[src/rtl/cache_bus_arbiter.sv]
// cache_bus_arbiter
//   Shares one SRAM-like memory port between the instruction cache (I) and
//   the data cache (D). Only one transaction is outstanding at a time. The
//   request fields of the winner are latched at grant. Completion handshakes
//   are routed back only to the recorded owner.
//
//   Optional feature macro: ARB_ROUND_ROBIN_EN
//     defined   -> a simultaneous request goes to the master that did not
//                  complete the previous transaction (last_grant resets to I)
//     undefined -> fixed priority, D beats I
//
// Ports
//   clk, rst                  clock, asynchronous active-low reset
//   i_req/i_wr/i_size/i_addr/i_wdata   I-master request fields
//   i_rdata/i_addr_ok/i_data_ok        I-master returns
//   d_req/d_wr/d_size/d_addr/d_wdata   D-master request fields
//   d_rdata/d_addr_ok/d_data_ok        D-master returns
//   m_req/m_wr/m_size/m_addr/m_wdata   memory-port request (registered)
//   m_rdata/m_addr_ok/m_data_ok        memory-port returns
module cache_bus_arbiter #(
    parameter int ADDR_WIDTH = 32,
    parameter int DATA_WIDTH = 32
) (
    input  logic                  clk,
    input  logic                  rst,

    input  logic                  i_req,
    input  logic                  i_wr,
    input  logic [1:0]            i_size,
    input  logic [ADDR_WIDTH-1:0] i_addr,
    input  logic [DATA_WIDTH-1:0] i_wdata,
    output logic [DATA_WIDTH-1:0] i_rdata,
    output logic                  i_addr_ok,
    output logic                  i_data_ok,

    input  logic                  d_req,
    input  logic                  d_wr,
    input  logic [1:0]            d_size,
    input  logic [ADDR_WIDTH-1:0] d_addr,
    input  logic [DATA_WIDTH-1:0] d_wdata,
    output logic [DATA_WIDTH-1:0] d_rdata,
    output logic                  d_addr_ok,
    output logic                  d_data_ok,

    output logic                  m_req,
    output logic                  m_wr,
    output logic [1:0]            m_size,
    output logic [ADDR_WIDTH-1:0] m_addr,
    output logic [DATA_WIDTH-1:0] m_wdata,
    input  logic [DATA_WIDTH-1:0] m_rdata,
    input  logic                  m_addr_ok,
    input  logic                  m_data_ok
);

    typedef enum logic [1:0] {
        IDLE = 2'b00,
        ADDR = 2'b01,
        DATA = 2'b10
    } state_t;

    typedef enum logic [1:0] {
        OWN_NONE = 2'b00,
        OWN_I    = 2'b01,
        OWN_D    = 2'b10
    } owner_t;

    state_t state;
    owner_t owner;
    logic   pick_d;

`ifdef ARB_ROUND_ROBIN_EN
    // 0 = I completed last, 1 = D completed last
    logic last_grant_d;

    // On a conflict the master that did not finish last wins.
    always_comb begin
        pick_d = d_req && (!i_req || !last_grant_d);
    end
`else
    always_comb begin
        pick_d = d_req;
    end
`endif

    always_ff @(posedge clk or negedge rst) begin
        if (!rst) begin
            state   <= IDLE;
            owner   <= OWN_NONE;
            m_req   <= 1'b0;
            m_wr    <= 1'b0;
            m_size  <= '0;
            m_addr  <= '0;
            m_wdata <= '0;
`ifdef ARB_ROUND_ROBIN_EN
            last_grant_d <= 1'b0;
`endif
        end else begin
            case (state)
                IDLE: begin
                    if (i_req || d_req) begin
                        state <= ADDR;
                        m_req <= 1'b1;
                        if (pick_d) begin
                            owner   <= OWN_D;
                            m_wr    <= d_wr;
                            m_size  <= d_size;
                            m_addr  <= d_addr;
                            m_wdata <= d_wdata;
                        end else begin
                            owner   <= OWN_I;
                            m_wr    <= i_wr;
                            m_size  <= i_size;
                            m_addr  <= i_addr;
                            m_wdata <= i_wdata;
                        end
                    end
                end
                ADDR: begin
                    if (m_addr_ok) begin
                        state <= DATA;
                        m_req <= 1'b0;
                    end
                end
                DATA: begin
                    if (m_data_ok) begin
                        state <= IDLE;
                        owner <= OWN_NONE;
`ifdef ARB_ROUND_ROBIN_EN
                        last_grant_d <= (owner == OWN_D);
`endif
                    end
                end
                default: begin
                    state <= IDLE;
                    owner <= OWN_NONE;
                    m_req <= 1'b0;
                end
            endcase
        end
    end

    // Handshakes are combinational pass-throughs gated by state and owner,
    // so stray memory-port handshakes never reach a master.
    always_comb begin
        i_addr_ok = (state == ADDR) && (owner == OWN_I) && m_addr_ok;
        d_addr_ok = (state == ADDR) && (owner == OWN_D) && m_addr_ok;
        i_data_ok = (state == DATA) && (owner == OWN_I) && m_data_ok;
        d_data_ok = (state == DATA) && (owner == OWN_D) && m_data_ok;
        i_rdata   = m_rdata;
        d_rdata   = m_rdata;
    end

endmodule

[config.mk]
export PLATFORM = sky130hd
export DESIGN_NAME = cache_bus_arbiter
export DESIGN_NICKNAME = d
export VERILOG_FILES = /design/src/rtl/cache_bus_arbiter.sv
export SDC_FILE = /design/constraint.sdc
export NUM_CORES = 1
export LEC_CHECK = 0
export ABC_CLOCK_PERIOD_IN_PS = 5000
export BUFFER_PORTS_ARGS = -buffer_cell sky130_fd_sc_hd__buf_4
export CAP_MARGIN = 20
export CORE_AREA = 2 2 120 122
export CTS_BUF_LIST = sky130_fd_sc_hd__clkbuf_4
export DETAILED_ROUTE_END_ITERATION = 12
export DIE_AREA = 0 0 122 124
export SYNTH_ARGS = -nofsm -noshare
export SYNTH_HDL_FRONTEND = slang
export SYNTH_SLANG_ARGS = --single-unit
[constraint.sdc]
create_clock -name clk -period 5 [get_ports clk]
set_input_delay 0.5 -clock clk [delete_from_list [all_inputs] [get_ports clk]]
set_output_delay 0.5 -clock clk [all_outputs]
set_load 0.01 [all_outputs]
==> flow_summary_export.csv <==
group,metric,value,unit
setup_path,path_cells,"or3b_2, buf_4, nor2_1, a211oi_1",
finish,fin_nets,767,
setup_path,crit_slowest_cell,"or3b_2",
clock_tree,post_cts_buffers,0,
timing,setup_violations,0,
timing,max_freq,458,MHz
routing,drtPass1Iterations,4,
clock_tree,clk_path_buf_depth,2,
routing,drtIter0Drc,181,
timing,period_needed,2190,ps
setup_path,critPathLaunchType,"flop",
power,power_frac_seq,0.372,
setup_path,cp.buffers_inverters,1,
clock_tree,cts_resized,0,
place,gp_congestion,0.796,
setup_path,worstSetupEndpointType,"flop",
place,dpl.hpwl,8860,um
power,swShare,0.420,
setup_path,cp_slowest_stage_delay,680,ps
timing,max_slew.worst_pin.slew,945,ps
synth,ys_types,27,
synth,synth_nets,644,
floorplan,coreArea,13700,sq um
power,p_switching,1.22,mW
place,place_area,5200,sq um
power,p_leak,2.44,nW
finish,design_area,5310,sq um
clock_tree,clock-sinks,72,
global_route,grt_pass1_wl,19400,um
setup_path,r2r_end,"m_wdata[2]$_DFFE_PN0P_",
clock_tree,cts_buffers,9,
synth,ys_seq_area_frac,0.450,
global_route,grt_max_degree,73,
routing,wirelength,12800,um
finish,mostFrequentLayoutCells,"buf_4 (216), nor2_1 (138), dfrtp_1 (72)",
timing,finalSetupTns,0,ps
routing,vias,3893,
timing,drv_slew,0,
clock_tree,cts_hold_buffers,0,
power,p_int,1.69,mW
setup_path,crit_type,"flop to flop",
synth,yosysWarnings,0,
floorplan,dieArea,15100,sq um
floorplan,io_pins,308,
clock_tree,clk_pin_slew,120,ps
synth,synth_top_cell_area_share,0.450,
power,worst_ir_drop_vdd,0.217,mV
timing,finalHoldViolCount,0,
routing,drc_errors,0,
run_status,status,"finished, final reports clean",
timing,clock_skew,10.5,ps
timing,holdWs,183,ps
synth,avgSynthCellArea,8.49,sq um
setup_path,rrSetupSlack,2810,ps
timing,rsz0062_at_grt,"false",
clock_tree,cts_tree,"yes",
synth,synth_ff_type,"dfrtp_1",
synth,ys_seq_elements,72,
synth,synth_edf_count,0,
setup_path,arrival,2530,ps
finish,drive_gt1_frac,0.405,
floorplan,rows,43,
global_route,grt_pass1_vias,3935,
synth,post-synth-top-area-cell,"dfrtp_1",
run,max_cap_violations,0,
floorplan,die_x,122,um
place,portBuffers,211,
global_route,grt-ovfl-total,0,
routing,drt-wirelength-per-cell,16.4,um
setup_path,cp_max_fo,35,
synth,ys_async_sr_fraction,1.00,
synth,syn_area,4010,sq um
global_route,grt_use_total,0.164,
setup_path,cp_top_family,"simple AND/OR/NAND/NOR gates",
power,combPwrFrac,0.516,
timing,fin_crit_sh,0.437,
power,p_clk_frac,0.111,
timing,slew_headroom,0.370,
routing,via_per_inst,4.99,
synth,syn_inst,472,
routing,ant_nets,0,
hold_path,hold_path_class,"input pin to asynchronous set/reset pin",
floorplan,die_h,124,um
global_route,antenna_found_initial,0,
floorplan,initial_core_util,0.292,
finish,final_common_cell,"buf_4",
setup_path,r2r_start,"state[1]$_DFFE_PN0P_",
clock_tree,htree_levels,3,
clock_tree,cts-root-buf,"clkbuf_4",
power,p_per_area,549,nW/um^2
setup_path,cp.required,5350,ps
clock_tree,clk_latency,450,ps
finish,num_antenna_cells,0,
setup_path,rr_worst_depth,4,
finish,fill_cells,1432,
synth,synth.area.top_cells,"dfrtp_1 (45%), nor2_1 (13%), buf_4 (12%)",
finish,area_delta_synth_final,32.5,%
-- synthesized netlist by cell type, types with 2 or more instances --
| library cell | count |
|---|---|
| buf_6 | 2 |
| clkbuf_1 | 25 |
| a21oi_1 | 68 |
| o21ai_0 | 2 |
| inv_1 | 3 |
| a211oi_2 | 8 |
| buf_2 | 10 |
| nor2b_1 | 2 |
| nor2_1 | 139 |
| nand2_1 | 3 |
| buf_4 | 64 |
| clkbuf_2 | 2 |
| a211oi_1 | 59 |
| dfrtp_1 | 72 |
-- routing by layer --
metal  GRT usage  share of wire  wire, um
met1       0.203           0.41      5210
met2       0.257           0.47      6070
met3      0.0389          0.079      1010
met4       0.106          0.040       511
met5           0              0         0
-- flip-flops by register name (all words and copies together), names as in the netlist --
signal / flops
m_req: 1
m_size: 2
m_wr: 1
state: 2
owner: 2
m_wdata: 32
m_addr: 32
-- worst max-delay path by stage --
stage | startpoint | endpoint | slack (ps) | depth (start not counted)
after global routing | state[1]$_DFFE_PN0P_ | m_wdata[20]$_DFFE_PN0P_ | 2630 | 4
after global placement | d_req | m_wdata[7]$_DFFE_PN0P_ | 2530 | 5
after floorplan | d_req | m_req$_DFFE_PN0P_ | 3220 | 8
after detailed placement | d_req | m_wdata[4]$_DFFE_PN0P_ | 2460 | 5
final | state[1]$_DFFE_PN0P_ | m_wdata[2]$_DFFE_PN0P_ | 2810 | 4
after CTS | state[1]$_DFFE_PN0P_ | m_wdata[2]$_DFFE_PN0P_ | 2810 | 4
-- final cells by class --
type,count,area (sq um),area share
Sequential cell,72,1800,0.340
Tap cell,180,225,0.0424
Inverter,3,11.3,0.00212
Clock inverter,5,23.8,0.00448
Clock buffer,11,82.6,0.0156
Timing Repair Buffer,216,1620,0.306
Multi-Input combinational cell,293,1540,0.290
-- power groups by stage --
stage / Clock, mW / Sequential, mW / Combinational [mW]
after global routing: 0.360 / 1.12 / 1.65
after detailed placement: 0 / 1.09 / 1.53
after floorplan: 0 / 1.17 / 0.764
after global placement: 0 / 1.09 / 1.49
final: 0.325 / 1.08 / 1.50
after CTS: 0.341 / 1.09 / 1.52
-- cell families after synthesis --
family / synth area share
buf+inv: 0.168
compound gates: 0.235
flops: 0.450
simple gates: 0.147
-- stage by stage --
step | total power, mW | worst slack, ps | util | std cells
6_report | 2.91 | 2810 | 0.387 | 780
5_1_grt | 3.12 | 2630 | 0.387 | 780
4_1_cts | 2.95 | 2810 | 0.387 | 780
3_5_place_dp | 2.62 | 2460 | 0.379 | 764
3_3_place_gp | 2.58 | 2530 | 0.379 | 764
2_1_floorplan | 1.93 | 3220 | - | 472
Power figures use the tool's default switching activity.
